<file path="src/rtl/siso_shift_ctrl_pkg.sv">
// Shared types for the SISO shift sequencer.
// State encodings, FSM enum and parity helper.
package siso_shift_ctrl_pkg;

  localparam logic [1:0] ST_IDLE  = 2'd0;
  localparam logic [1:0] ST_SHIFT = 2'd1;
  localparam logic [1:0] ST_PAR   = 2'd2;
  localparam logic [1:0] ST_DONE  = 2'd3;

  typedef enum logic [1:0] {
    IDLE  = ST_IDLE,
    SHIFT = ST_SHIFT,
    PAR   = ST_PAR,
    DONE  = ST_DONE
  } siso_state_t;

  function automatic logic even_par(input logic [31:0] d);
    return ^d;
  endfunction

endpackage

</file>
<file path="src/rtl/siso_shift_ctrl_if.sv">
// Parallel word handshake into the SISO sequencer.
// master = producer, slave = sequencer.
interface siso_shift_ctrl_if #(
  parameter int WIDTH = 4
);

  logic             in_valid;
  logic             in_ready;
  logic [WIDTH-1:0] in_data;

  modport master (
    output in_valid,
    output in_data,
    input  in_ready
  );

  modport slave (
    input  in_valid,
    input  in_data,
    output in_ready
  );

endinterface

</file>
<file path="src/rtl/siso_bit_cnt.sv">
// Bit position counter for serialisers.
// Clear wins over increment; last flags WIDTH-1.
module siso_bit_cnt #(
  parameter int WIDTH = 4,
  parameter int CNT_W = 2
) (
  input  logic             clk,
  input  logic             rst,
  input  logic             clr_i,
  input  logic             inc_i,
  output logic [CNT_W-1:0] cnt_o,
  output logic             last_o
);

  logic [CNT_W-1:0] cnt_q;
  logic [CNT_W-1:0] cnt_d;

  // next count: clear, step or hold
  always_comb begin
    cnt_d = cnt_q;
    if (clr_i) begin
      cnt_d = '0;
    end else if (inc_i) begin
      cnt_d = cnt_q + 1'b1;
    end
  end

  // count register
  always_ff @(posedge clk) begin
    if (rst) begin
      cnt_q <= '0;
    end else begin
      cnt_q <= cnt_d;
    end
  end

  assign cnt_o  = cnt_q;
  assign last_o = (cnt_q == CNT_W'(WIDTH - 1));

endmodule

</file>
<file path="src/rtl/siso_shift_ctrl.sv">
// Serialises parallel words LSB-first for a SISO chain.
// Optional parity bit: define SISO_SHIFT_CTRL_PARITY_EN.
module siso_shift_ctrl
  import siso_shift_ctrl_pkg::*;
#(
  parameter int WIDTH = 4,
  localparam int CNT_W = (WIDTH > 1) ? $clog2(WIDTH) : 1
) (
  input  logic                  clk,
  input  logic                  rst,
  siso_shift_ctrl_if.slave      in_if,
  input  logic                  abort_i,
  output logic                  ser_out_o,
  output logic                  shift_en_o,
  output logic                  frame_o,
  output logic                  busy_o,
  output logic                  done_o
);

  siso_state_t      state_q;
  siso_state_t      state_d;
  logic [WIDTH-1:0] shadow_q;
  logic [WIDTH-1:0] shadow_d;
  logic [CNT_W-1:0] cnt;
  logic             last;
  logic             accept;
  logic             kill;
  logic             cnt_clr;
  logic             cnt_inc;
  logic             in_ready;
  logic             par_bit;

  assign accept = (state_q == IDLE) && in_if.in_valid;
  assign kill   = abort_i &&
                  ((state_q == SHIFT) || (state_q == PAR));

  assign cnt_clr = accept || kill ||
                   ((state_q == SHIFT) && last);
  assign cnt_inc = (state_q == SHIFT) && !abort_i && !last;

  siso_bit_cnt #(
    .WIDTH (WIDTH),
    .CNT_W (CNT_W)
  ) u_cnt (
    .clk    (clk),
    .rst    (rst),
    .clr_i  (cnt_clr),
    .inc_i  (cnt_inc),
    .cnt_o  (cnt),
    .last_o (last)
  );

  // state register
  always_ff @(posedge clk) begin
    if (rst) begin
      state_q <= IDLE;
    end else begin
      state_q <= state_d;
    end
  end

  // next-state logic
  always_comb begin
    state_d = state_q;
    unique case (state_q)
      IDLE: begin
        if (in_if.in_valid) state_d = SHIFT;
      end
      SHIFT: begin
        if (abort_i) begin
          state_d = IDLE;
        end else if (last) begin
`ifdef SISO_SHIFT_CTRL_PARITY_EN
          state_d = PAR;
`else
          state_d = DONE;
`endif
        end
      end
      PAR: begin
        state_d = abort_i ? IDLE : DONE;
      end
      DONE: begin
        state_d = IDLE;
      end
      default: state_d = IDLE;
    endcase
  end

  // shadow word: load on capture, drain LSB-first while shifting
  always_comb begin
    shadow_d = shadow_q;
    if (accept) begin
      shadow_d = in_if.in_data;
    end else if (kill) begin
      shadow_d = '0;
    end else if (state_q == SHIFT) begin
      shadow_d = shadow_q >> 1;
    end
  end

  // shadow register
  always_ff @(posedge clk) begin
    if (rst) begin
      shadow_q <= '0;
    end else begin
      shadow_q <= shadow_d;
    end
  end

`ifdef SISO_SHIFT_CTRL_PARITY_EN
  logic par_q;

  // parity of the captured word, sent after the data bits
  always_ff @(posedge clk) begin
    if (rst || kill) begin
      par_q <= 1'b0;
    end else if (accept) begin
      par_q <= even_par(32'(in_if.in_data));
    end
  end

  assign par_bit = par_q;
`else
  assign par_bit = 1'b0;
`endif

  // output decode from state and registers
  always_comb begin
    in_ready   = 1'b0;
    ser_out_o  = 1'b0;
    shift_en_o = 1'b0;
    frame_o    = 1'b0;
    busy_o     = 1'b1;
    done_o     = 1'b0;
    unique case (state_q)
      IDLE: begin
        in_ready = !rst;
        busy_o   = 1'b0;
      end
      SHIFT: begin
        shift_en_o = 1'b1;
        ser_out_o  = shadow_q[0];
        frame_o    = (cnt == '0);
      end
      PAR: begin
        shift_en_o = 1'b1;
        ser_out_o  = par_bit;
      end
      DONE: begin
        done_o = 1'b1;
      end
      default: busy_o = 1'b0;
    endcase
  end

  assign in_if.in_ready = in_ready;

endmodule
</file>
<file path="src/flat_wrapper.sv">
// flat-port wrapper written by rule: the top's interface ports become plain ports
module siso_shift_ctrl_flat import siso_shift_ctrl_pkg::*;
#(
  parameter int WIDTH = 4,
  localparam int CNT_W = (WIDTH > 1) ? $clog2(WIDTH) : 1
)
  (clk, rst, abort_i, ser_out_o, shift_en_o, frame_o, busy_o, done_o, in_if_in_valid, in_if_in_data, in_if_in_ready);
  siso_shift_ctrl_if #(.WIDTH(WIDTH)) in_if_i ();
  input  logic clk;
  input  logic rst;
  input  logic abort_i;
  output logic ser_out_o;
  output logic shift_en_o;
  output logic frame_o;
  output logic busy_o;
  output logic done_o;
  input wire logic [$bits(in_if_i.in_valid)-1:0] in_if_in_valid;
  input wire logic [$bits(in_if_i.in_data)-1:0] in_if_in_data;
  output wire logic [$bits(in_if_i.in_ready)-1:0] in_if_in_ready;
  assign in_if_i.in_valid = in_if_in_valid;
  assign in_if_i.in_data = in_if_in_data;
  assign in_if_in_ready = in_if_i.in_ready;
  siso_shift_ctrl #(.WIDTH(WIDTH)) u_core (.clk(clk), .rst(rst), .in_if(in_if_i), .abort_i(abort_i), .ser_out_o(ser_out_o), .shift_en_o(shift_en_o), .frame_o(frame_o), .busy_o(busy_o), .done_o(done_o));
endmodule
</file>
<file path="config.mk">
export PLATFORM = sky130hd
export DESIGN_NAME = siso_shift_ctrl_flat
export DESIGN_NICKNAME = d
export VERILOG_FILES = /design/src/rtl/siso_shift_ctrl_pkg.sv /design/src/rtl/siso_shift_ctrl_if.sv /design/src/rtl/siso_bit_cnt.sv /design/src/rtl/siso_shift_ctrl.sv /design/src/flat_wrapper.sv
export SDC_FILE = /design/constraint.sdc
export NUM_CORES = 1
export LEC_CHECK = 0
export BUFFER_PORTS_ARGS = -buffer_cell sky130_fd_sc_hd__buf_4
export CAP_MARGIN = 20
export CORE_AREA = 4 4 41 43
export CTS_BUF_LIST = sky130_fd_sc_hd__clkbuf_16
export DETAILED_ROUTE_END_ITERATION = 10
export DIE_AREA = 0 0 45 47
export PLACE_DENSITY = 0.71
export SYNTH_ARGS = -nofsm -noshare
export SYNTH_HDL_FRONTEND = slang
export SYNTH_SLANG_ARGS = --single-unit
</file>
<file path="constraint.sdc">
create_clock -name clk -period 1.8 [get_ports clk]
set_input_delay 0.27 -clock clk [delete_from_list [all_inputs] [get_ports clk]]
set_output_delay 0.27 -clock clk [all_outputs]
set_load 0.05 [all_outputs]
</file>
# Yosys cells after proc, flatten, opt, wreduce, memory -nomap -nowiden
# Index checks and enable logic that the tools add are counted.
# totals
wordCells,41
out_inout_bits,6
in_bits,8
ff_bits,8
# op_classes
eq_ne,6
add_sub_neg,1
n_mux,14
reduce_logical,17
# ops
cell,n
$mux W4,3
$mux W2,4
$pmux W2 S4,1
$eq A2 B2 Y1 const B,3
$mux W1,6
$logic_and A1 B1 Y1,5
$logic_not A2 Y1,2
$reduce_or A2 Y1,2
$logic_not A1 Y1,3
$logic_or A1 B1 Y1,3
$ne A3 B2 Y1 const B,1
$reduce_bool A3 Y1,1
$add A2 B1 Y2 const B,1
$eq A2 B1 Y1 const B,1
$ne A2 B2 Y1 const B,1
$reduce_and A2 Y1,1

# Depth between registers and ports, before layout
# logic_depth
depth_word,6
mapped_depth,5
ltp_nobuf,5

# Modules after synthesis
# From an unflattened synthesis, not the netlist that was laid out.
# hier_totals
cells_unflattened,53
hier_area_um2,469.2
# by_module_without_submodules
module,area_each_um2,cells_per_inst,seq_area_each_um2,instances
siso_shift_ctrl,377.9,46,120.1,1
siso_bit_cnt,91.3,7,40.0,1

# Worst setup path after synthesis
# OpenSTA, ideal clock, no wires.
# synth_path
path_type,flip-flop to flip-flop
startpoint,reg u_core.state_q[0]
endpoint,reg u_core.state_q[0]
path_slack_ns,-0.206
period_less_slack_ns,2.006
stages_incl_launch_ff,6
n_path_buf,0
setup_ns,0.087
arrival_ns,1.919
required_ns,1.713
cell_sequence,dfxtp_1 > inv_1 > ha_1 > mux2_2 > or4_1 > o31ai_1
# synth_between
elab_chain_len,3
word_cells_on_any_way,8
cone_classes,5 x eq/ne; 1 x mux; 2 x reduce/logical
# synth_rtl
element,line,text
from (decl),siso_shift_ctrl.sv:20,siso_state_t state_q;
from (signal assigned),siso_shift_ctrl.sv:58,state_q <= state_d;
$eq A2 B1 Y1 / $logic_not A2 Y1 (equally long branches),siso_shift_ctrl.sv:65,unique case (state_q)
$ne A3 B2 Y1 (no line) / $ne A2 B2 Y1 (equally long branches),-,
$reduce_and A2 Y1 (no line),-,
# Several ways; a longest one is shown, not always the timed one.
# A chain may end at the register's enable or synchronous reset.

# Final worst setup path
# layout_path
startpoint,reg u_core.state_q[1]
endpoint,reg u_core.state_q[0]
# Same word-level chain as after synthesis.

==> results.sh <==
export IMPL_wl_per_cell_um=12.6
export IMPL_power_leakage_uw=0.000297
export IMPL_cts_inserted_buffers=3
export IMPL_drc=0
export IMPL_path_clk_slew_ns=0.04
export IMPL_switching_share_pct=35.3
export IMPL_ys_warn_count=0
export IMPL_hold_viol=0
export IMPL_rsz0062_at_grt="false"
export IMPL_critPathLaunchType="flip-flop"
export IMPL_tightestPinTransition_ns=0.358
export IMPL_clk_insertion_delay_late_ns=0.23
export IMPL_yosys_area_share_adder_pct=15.5
export IMPL_ctsResizeCount=0
export IMPL_syn_avg_cell_area_um2=8.62
export IMPL_synthesis_instances=56
export IMPL_gp_congestion=0.741
export IMPL_rows=13
export IMPL_synth_cell_types=20
export IMPL_finish_instance_area_um2=687
export IMPL_layout_nets=87
export IMPL_finalCriticalPeriod_ns=1.67
export IMPL_status="finished clean"
export IMPL_core_area_um2=1300
export IMPL_vias_per_cell=5.08
export IMPL_grt_first_pass_wirelength_um=1790
export IMPL_cp_max_fo=4
export IMPL_clock_power_share_pct=36.4
export IMPL_synth_xor_area_share_pct=1.81
export IMPL_finalSetupTns_ns=0
export IMPL_final_max_slew_violation_count=0
export IMPL_syn_num_nets=70
export IMPL_synth_top_family_by_area="simple AND/OR/NAND/NOR gates"
export IMPL_max_slew_margin_pct=76.0
export IMPL_p_per_area_nw_per_um2=1490
export IMPL_finClkSkew_ns=0.00158
export IMPL_drive_gt1_share_pct=31.0
export IMPL_cts_max_level=1
export IMPL_num_vias=437
export IMPL_start_util_pct=37.1
export IMPL_cts_tree="yes"
export IMPL_ir_worst_vdd_v=0.000633
export IMPL_yosysTopAreaCell="dfxtp_1"
export IMPL_cp_required_ns=1.94
export IMPL_end_kind="flip-flop"
export IMPL_r2r_cells=5
export IMPL_max_freq_ghz=0.598
export IMPL_netlist_top_cells_area="dfxtp_1 (33%), ha_1 (16%), nor2_1 (5.4%)"
export IMPL_synthMuxAreaShare_pct=4.40
export IMPL_r2r_start="u_core.state_q[1]"
export IMPL_critPathKind="reg -> reg"
export IMPL_crit_arrival_ns=1.81
export IMPL_yosysTopAreaCellShare_pct=33.2
export IMPL_combPwrFrac_pct=40.9
export IMPL_ctsHoldBuffers=0
export IMPL_seq_area_frac_synth_pct=33.2
export IMPL_die_x_um=45
export IMPL_totalWireLength_um=1080
export IMPL_cts_root_buf="clkbuf_16"
export IMPL_regToRegEndpoint="u_core.state_q[0]"
export IMPL_drtIter0Drc=12
export IMPL_area_delta_synth_final_pct=42.2
export IMPL_r2r_slack_ns=0.13
export IMPL_final_util_pct=52.8
export IMPL_antenna_cells=0
export IMPL_synth_compound_area_share_pct=16.8
export IMPL_cts_setup_buffers=0
export IMPL_grt_pass1_vias=408
export IMPL_die_height_um=47
export IMPL_dr_pass1_iters=4
export IMPL_die_area_um2=2120
export IMPL_port_buffers=13
export IMPL_grt_usage_pct=12.4
export IMPL_cts_max_path_buffers=2
export IMPL_synth_seq_cells=8
export IMPL_hold_ws_ns=0.276
export IMPL_grt_max_degree=10
export IMPL_place_area_um2=611
export IMPL_ant_nets=0
export IMPL_setup_viol=0
export IMPL_hold_path_class="in -> reg"
export IMPL_cts_sinks=8
export IMPL_finalCritPeriodShare_pct=92.9
export IMPL_grt_overflow_total=0
export IMPL_p_sw_uw=360
export IMPL_hpwl_um=828
export IMPL_syn_cell_area_um2=483
export IMPL_worstHoldPathCells=2
export IMPL_hold_start="rst"
export IMPL_synthSimpleGateAreaFrac_pct=22.8
export IMPL_min_to="u_core.state_q[1]"
export IMPL_maxCapViolCount=0
export IMPL_fillers=137
export IMPL_internal_power_uw=660
export IMPL_io_pins=14
export IMPL_antenna_found_initial=0
export IMPL_seqPwrFrac_pct=22.7
-- stage by stage --
step | instances | worst slack (ns) | power (uW)
final | 86 | 0.129 | 1020
after global routing | 86 | 0.0216 | 1080
after CTS | 86 | 0.0793 | 1030
after detailed placement | 83 | 0.0943 | 652
after global placement | 83 | 0.122 | 644
after floorplan | 56 | 0.0401 | 552
-- layout make-up --
| class | count | area, um^2 | share of cell area (%) |
|---|---|---|---|
| multi-input cells | 41 | 312 | 45.4 |
| well taps | 15 | 18.8 | 2.73 |
| repair buffers | 13 | 97.6 | 14.2 |
| inverters | 6 | 22.5 | 3.28 |
| flip-flops and latches | 8 | 161 | 23.5 |
| clock buffers | 3 | 75.1 | 10.9 |
-- placed cells by master, fill, tap and decap left out --
master,n
inv_1,6
dfxtp_1,7
nor2_2,1
a21oi_1,3
mux2i_1,1
a22oi_2,1
xnor2_1,1
ha_4,1
nor3b_2,1
nand2_1,1
and2_1,2
buf_4,13
ha_1,5
clkbuf_16,3
dfxtp_2,1
nand3_1,5
nor2b_1,2
or4b_1,1
a221oi_1,3
mux2_2,1
o31ai_1,1
nor2_1,6
o21ai_0,4
or4_1,1
-- routing by layer --
layer / routed length [um] / GRT usage [%]
met3: 69 / 4.21
met2: 561 / 17.8
met4: 17 / 12.3
met5: 0 / 0
met1: 432 / 14.2
-- power groups by stage --
stage | clock (uW) | sequential (uW) | combinational [uW]
6_report | 372 | 232 | 417
2_1_floorplan | 0 | 228 | 323
5_1_grt | 394 | 235 | 451
3_3_place_gp | 0 | 232 | 413
4_1_cts | 379 | 230 | 421
3_5_place_dp | 0 | 233 | 418
-- synthesized netlist by cell type --
cell type	n
dfxtp_1	8
nor2_1	7
ha_1	6
inv_1	6
nand3_1	5
o21ai_0	4
a21oi_1	3
a221oi_1	3
and2_1	2
nor2b_1	2
a22oi_2	1
clkbuf_1	1
mux2_2	1
mux2i_1	1
nand2_1	1
nor3b_2	1
o31ai_1	1
or4_1	1
or4b_1	1
xnor2_1	1
-- critical path, cell delays in order (launching register included) --
cell     delay [ns]
dfxtp_1        0.33
inv_1          0.09
ha_4           0.30
mux2_2         0.32
or4_1          0.46
o31ai_1        0.07
-- how the worst max path moves through the flow --
stage	from	to	slack [ns]	cells after the start
4_1_cts	u_core.state_q[0]	u_core.state_q[0]	0.08	5
3_5_place_dp	u_core.state_q[0]	u_core.state_q[0]	0.09	5
3_3_place_gp	u_core.state_q[0]	u_core.state_q[0]	0.12	5
5_1_grt	u_core.state_q[1]	u_core.state_q[0]	0.02	5
6_report	u_core.state_q[1]	u_core.state_q[0]	0.13	5
2_1_floorplan	u_core.state_q[0]	u_core.state_q[0]	0.04	5
-- kinds of logic after synthesis --
logic type	Yosys count
buf+inv	7
fa+ha+maj	6
simple gates	20
compound gates	12
xor+xnor	1
flops	8
mux	2
-- sequential cells by signal, summed over array words and instances, names as in the netlist --
name,flops
u_core.shadow_q,4
u_core.state_q,2
u_core.u_cnt.cnt_o,2
Note: power is estimated with default switching activity, not from simulation.
